--- src/rtl/collision_pkg.sv ---
// Shared types, T-rex sub-box tables and the strict box-overlap rule for the collision checker.
package collision_pkg;

    typedef struct packed {
        logic [9:0] x;
        logic [9:0] y;
        logic [9:0] width;
        logic [9:0] height;
    } collision_box_t;

    // Absolute box, every field carried as a 12-bit two's-complement value.
    typedef struct packed {
        logic [11:0] x;
        logic [11:0] y;
        logic [11:0] width;
        logic [11:0] height;
    } abs_box_t;

    typedef enum logic [1:0] {
        ST_IDLE   = 2'd0,
        ST_COARSE = 2'd1,
        ST_FINE   = 2'd2,
        ST_DONE   = 2'd3
    } state_t;

    localparam int TREX_BOX_COUNT = 6;
    localparam int OBS_BOX_COUNT  = 5;

    localparam collision_box_t TREX_RUNNING_BOXES [TREX_BOX_COUNT] = '{
        '{x: 10'd22, y: 10'd0,  width: 10'd17, height: 10'd16},
        '{x: 10'd1,  y: 10'd18, width: 10'd30, height: 10'd9},
        '{x: 10'd10, y: 10'd35, width: 10'd14, height: 10'd8},
        '{x: 10'd1,  y: 10'd24, width: 10'd29, height: 10'd5},
        '{x: 10'd5,  y: 10'd30, width: 10'd21, height: 10'd4},
        '{x: 10'd9,  y: 10'd34, width: 10'd15, height: 10'd4}
    };

    // Ducking uses a single box; the zero-size padding entries are skipped as misses.
    localparam collision_box_t TREX_DUCKING_BOXES [TREX_BOX_COUNT] = '{
        '{x: 10'd1, y: 10'd18, width: 10'd55, height: 10'd25},
        '{x: 10'd0, y: 10'd0,  width: 10'd0,  height: 10'd0},
        '{x: 10'd0, y: 10'd0,  width: 10'd0,  height: 10'd0},
        '{x: 10'd0, y: 10'd0,  width: 10'd0,  height: 10'd0},
        '{x: 10'd0, y: 10'd0,  width: 10'd0,  height: 10'd0},
        '{x: 10'd0, y: 10'd0,  width: 10'd0,  height: 10'd0}
    };

    // Touching edges do not count as an overlap.
    function automatic logic boxes_overlap(input abs_box_t a, input abs_box_t b);
        logic [11:0] a_right;
        logic [11:0] a_bottom;
        logic [11:0] b_right;
        logic [11:0] b_bottom;
        a_right  = a.x + a.width;
        a_bottom = a.y + a.height;
        b_right  = b.x + b.width;
        b_bottom = b.y + b.height;
        return ($signed(a.x) < $signed(b_right))  && ($signed(a_right) > $signed(b.x)) &&
               ($signed(a.y) < $signed(b_bottom)) && ($signed(a_bottom) > $signed(b.y));
    endfunction

endpackage

--- src/rtl/collision_checker_box_overlap.sv ---
// Combinational strict-overlap comparator shared by the coarse and fine passes.
module box_overlap
    import collision_pkg::*;
(
    input  abs_box_t a,
    input  abs_box_t b,
    output logic     hit
);

    assign hit = boxes_overlap(a, b);

endmodule

--- config.mk ---
export PLATFORM = sky130hd
export DESIGN_NAME = box_overlap
export DESIGN_NICKNAME = d
export VERILOG_FILES = /design/src/rtl/collision_pkg.sv /design/src/rtl/collision_checker_box_overlap.sv
export SDC_FILE = /design/constraint.sdc
export NUM_CORES = 1
export LEC_CHECK = 0
export BUFFER_PORTS_ARGS = -buffer_cell sky130_fd_sc_hd__buf_2
export CAP_MARGIN = 20
export CORE_MARGIN = 5
export CORE_UTILIZATION = 55
export DETAILED_ROUTE_END_ITERATION = 10
export PLACE_DENSITY_LB_ADDON = 0.15
export SLEW_MARGIN = 10
export SYNTH_ARGS = -nofsm -noshare
export SYNTH_HDL_FRONTEND = slang
export SYNTH_SLANG_ARGS = --single-unit
--- constraint.sdc ---
create_clock -name vclk -period 4.25
set_input_delay 0.2125 -clock vclk [all_inputs]
set_output_delay 0.2125 -clock vclk [all_outputs]
set_load 0.02 [all_outputs]
Word-level counts from Yosys, hierarchy flattened
Cells that the tools add are included.
{"block": "word_totals", "reg_bits": 0, "in_bits": 96, "output_inout_bits": 1, "wordCells": 11}
{"block": "op_classes", "n_addsub": 4, "order_cmp": 4, "reduce_logical": 3}
{"operator": "12-bit adder", "n": 4}
{"operator": "12-bit > comparator", "n": 2}
{"operator": "12-bit < comparator", "n": 2}
{"operator": "1-bit logical AND", "n": 3}

Depth between registers and ports, before layout
{"block": "depth", "depth_word": 5, "depth_mapped": 16, "mapped_depth_nobuf": 16}

Least setup slack after synthesis
OpenSTA, ideal clock, no wires.
{"block": "synth_timing", "path_type": "input to output", "from": "input b[12] in the netlist's numbering", "to": "output hit", "t_arrival_ps": 3390, "required_time_ps": 4038, "slack_ps": 647, "path_stages": 15, "path_buffers": 0, "cell_sequence": "ha_1 -> fa_1 -> a21oi_1 -> o21ai_0 -> a2111oi_2 -> o31ai_1 -> a21oi_1 -> xor2_1 -> ha_1 -> nand3_1 -> o22ai_1 -> nor4b_1 -> o21ai_0 -> a311o_1 -> a211oi_1"}
{"block": "synth_between", "elab_chain_len": 5}
{"element": "from (decl)", "line_no": "collision_checker_box_overlap.sv:6", "rtl": "input abs_box_t b,"}
{"element": "12-bit adder", "line_no": "collision_pkg.sv:56", "rtl": "b_right = b.x + b.width;"}
{"element": "12-bit < comparator", "line_no": "collision_pkg.sv:58", "rtl": "return ($signed(a.x) < $signed(b_right)) && ($signed(a_right) > $signed(b.x)) &&"}
{"element": "1-bit logical AND (2 in a row)", "line_no": "collision_pkg.sv:58"}
{"element": "1-bit logical AND", "line_no": "collision_pkg.sv:59", "rtl": "($signed(a.y) < $signed(b_bottom)) && ($signed(a_bottom) > $signed(b.y));"}
{"element": "to (decl)", "line_no": "collision_checker_box_overlap.sv:7", "rtl": "output logic hit"}
Every way passes these cells.

Final worst setup path
Ends and elaborated chain as after synthesis.

==> results.md <==
* Clock buffer count at 0
* Place WS at 0.353 ns
* Largest net degree at the start of global routing at 8
* Final net count at 667
* Busiest layer in global routing: met2
* Design area at 3550 um2
* Initial Util at 57.2%
* Register Area at 0 um2
* Crit path arrival time at 3.66 ns
* Filler cells at 452
* Hold WC Path Type: in -> out
* Kind of critical path: in -> out
* Placed instance area at 3530 um2
* Via Count at 2,990
* Area delta synth->final at 20.0%
* Most common cell in the netlist: ha_1
* Avg WL per Cell at 13.3 um
* Setup ws final at 0.380 ns
* Multi-input gate area at 2810 um2
* Gr usage total at 19.6%
* Vias in the first global route at 2,892
* List of most frequent post-synthesis cells: ha_1 (90), inv_1 (43), a21oi_1 (31)
* GR Util met1 at 26.5%
* Pleak at 1.88 nW
* Synthesis warning total at 0
* Syn Inst Count at 378
* Pwr Total at 0.000586 W
* Final hold violation count at 0
* Max_cap viols at 0
* Post-DP HPWL at 6600 um
* Fmax at 258 MHz
* Synth unique cells at 49
* Seq_cells at 0
* Gpl congestion at 0.827
* Worst hold slack at 1.02 ns
* Power per cell area at 165 nW/um2
* Die height at 83.3 um
* Final setup violating endpoints at 0
* First-pass GRT wire length at 12,100 um
* Mapped Area at 2960 um2
* Die width at 83.3 um
* Rows at 26
* Final period utilization at 91.1%
* Synth area leader: ha_1
* Via/cell ratio at 5.49
* Post-Route WL at 7250 um
* Worst-Margin Slew at 0.688 ns
* Post-route DRC at 0
* Die Footprint at 6940 um2
* Maximum vdd drop at 0.0815 mV
* Antenna Cells at 0
* Global route total overflow at 0
* Met2 usage in global routing at 35.2%
* HP Start: a[35]
* Status: complete, no violations
* Initial antenna violation count at 0
* Fin crit period at 3.87 ns
* Post-synth top area share at 38.1%
* Share of cells above drive strength 1 at 23.4%
* Num ports at 97
* RSZ-0062 raised after global routing: no
* Mean Syn Cell Area at 7.82 um2
* Synth area leaders: ha_1 (38%), xnor2_1 (8.6%), inv_1 (5.5%), a21oi_1 (5.2%), xor2_1 (3.8%)
* Max-slew violations at 0
* Post-Synthesis Net Count at 568
* I/O Buffers at 97
* Critical Path RT at 4.04 ns
* Setup TNS at 0 ns
* DRT antenna net count at 0
* GRT met3 Usage at 2.28%
* CP startpoint kind: primary input
* CP Capture Type: output pin
* Sequential-to-total area share from yosys stat at 0%
* Worst-path fanout max at 2
* Relative slew margins at 53.5%
* Number of iterations in the first detailed-routing pass at 5
* CP startpoint: b[12]
* Initial detailed-routing violation count at 110
* Core area at 5170 um2
-- path summary, 6_finish.rpt --
check,endpoint,slack (ns),cells past startpoint
setup / recovery,hit,0.38,17
hold / removal,hit,1.02,5
-- logic make-up after synthesis --
group | after synthesis | synth area share (%)
fa+ha+maj | 94 | 40.8
simple gates | 88 | 15.1
mux | 2 | 0.677
buf+inv | 44 | 5.58
xor+xnor | 42 | 12.4
compound gates | 108 | 25.5
-- cell usage in the layout (no fill, tap or decap), types with 2 or more instances in the layout --
| master | instances |
|---|---|
| and3_1 | 2 |
| nor2_1 | 25 |
| nand2_1 | 10 |
| o21ai_0 | 16 |
| xnor2_1 | 29 |
| buf_2 | 97 |
| nand3_1 | 12 |
| xor2_1 | 13 |
| ha_1 | 90 |
| nor3_1 | 11 |
| o31ai_1 | 3 |
| a211oi_1 | 8 |
| o21bai_1 | 6 |
| nand4_1 | 8 |
| o211ai_1 | 5 |
| a21oi_1 | 30 |
| a21oi_2 | 2 |
| a31oi_1 | 3 |
| inv_1 | 43 |
| nand2b_1 | 7 |
| a21o_1 | 14 |
| a2111oi_0 | 2 |
| mux2i_1 | 2 |
| nor2b_1 | 6 |
| fa_1 | 4 |
| o2111ai_1 | 2 |
-- what timing repair did --
item | 4_1_cts | 5_1_grt
buffers inserted | 0 | 1
gates resized for setup | 0 | 3
hold buffers | 0 | 0
endpoints found under the setup margin | 0 | 1
-- power by group --
part / internal, W / switching (W)
combinational: 0.000280 / 0.000306
clock: 0 / 0
sequential: 0 / 0
total: 0.000280 / 0.000306
-- routing by layer --
layer | vias up | share of wire (%)
met5 | - | 0
met4 | 0 | 0
met3 | 0 | 6.5
met2 | 76 | 46
met1 | 1310 | 48
li1 | 1604 | -
-- worst max-delay path, stage by stage --
cell	delay, ns
buf_2	0.10
ha_1	0.21
fa_1	0.42
a21oi_2	0.15
o21ai_0	0.14
a2111oi_2	0.48
o31ai_1	0.13
a21oi_1	0.16
xor2_1	0.18
ha_1	0.27
nand3_1	0.11
o22ai_1	0.08
nor4b_2	0.23
o21ai_0	0.13
a311o_1	0.31
a211oi_2	0.14
buf_2	0.19
-- through the flow --
step	util (%)	cells
after global routing	68.6	545
after detailed placement	68.2	544
final	68.6	545
after CTS	68.2	544
after global placement	68.2	544
after floorplan	-	378
-- area by class of cell --
class	instances	area share [%]
Tap cell	70	2.47
Timing Repair Buffer	98	13.9
Multi-Input combinational cell	334	79.1
Inverter	43	4.55
(Power assumes the default switching activity.)
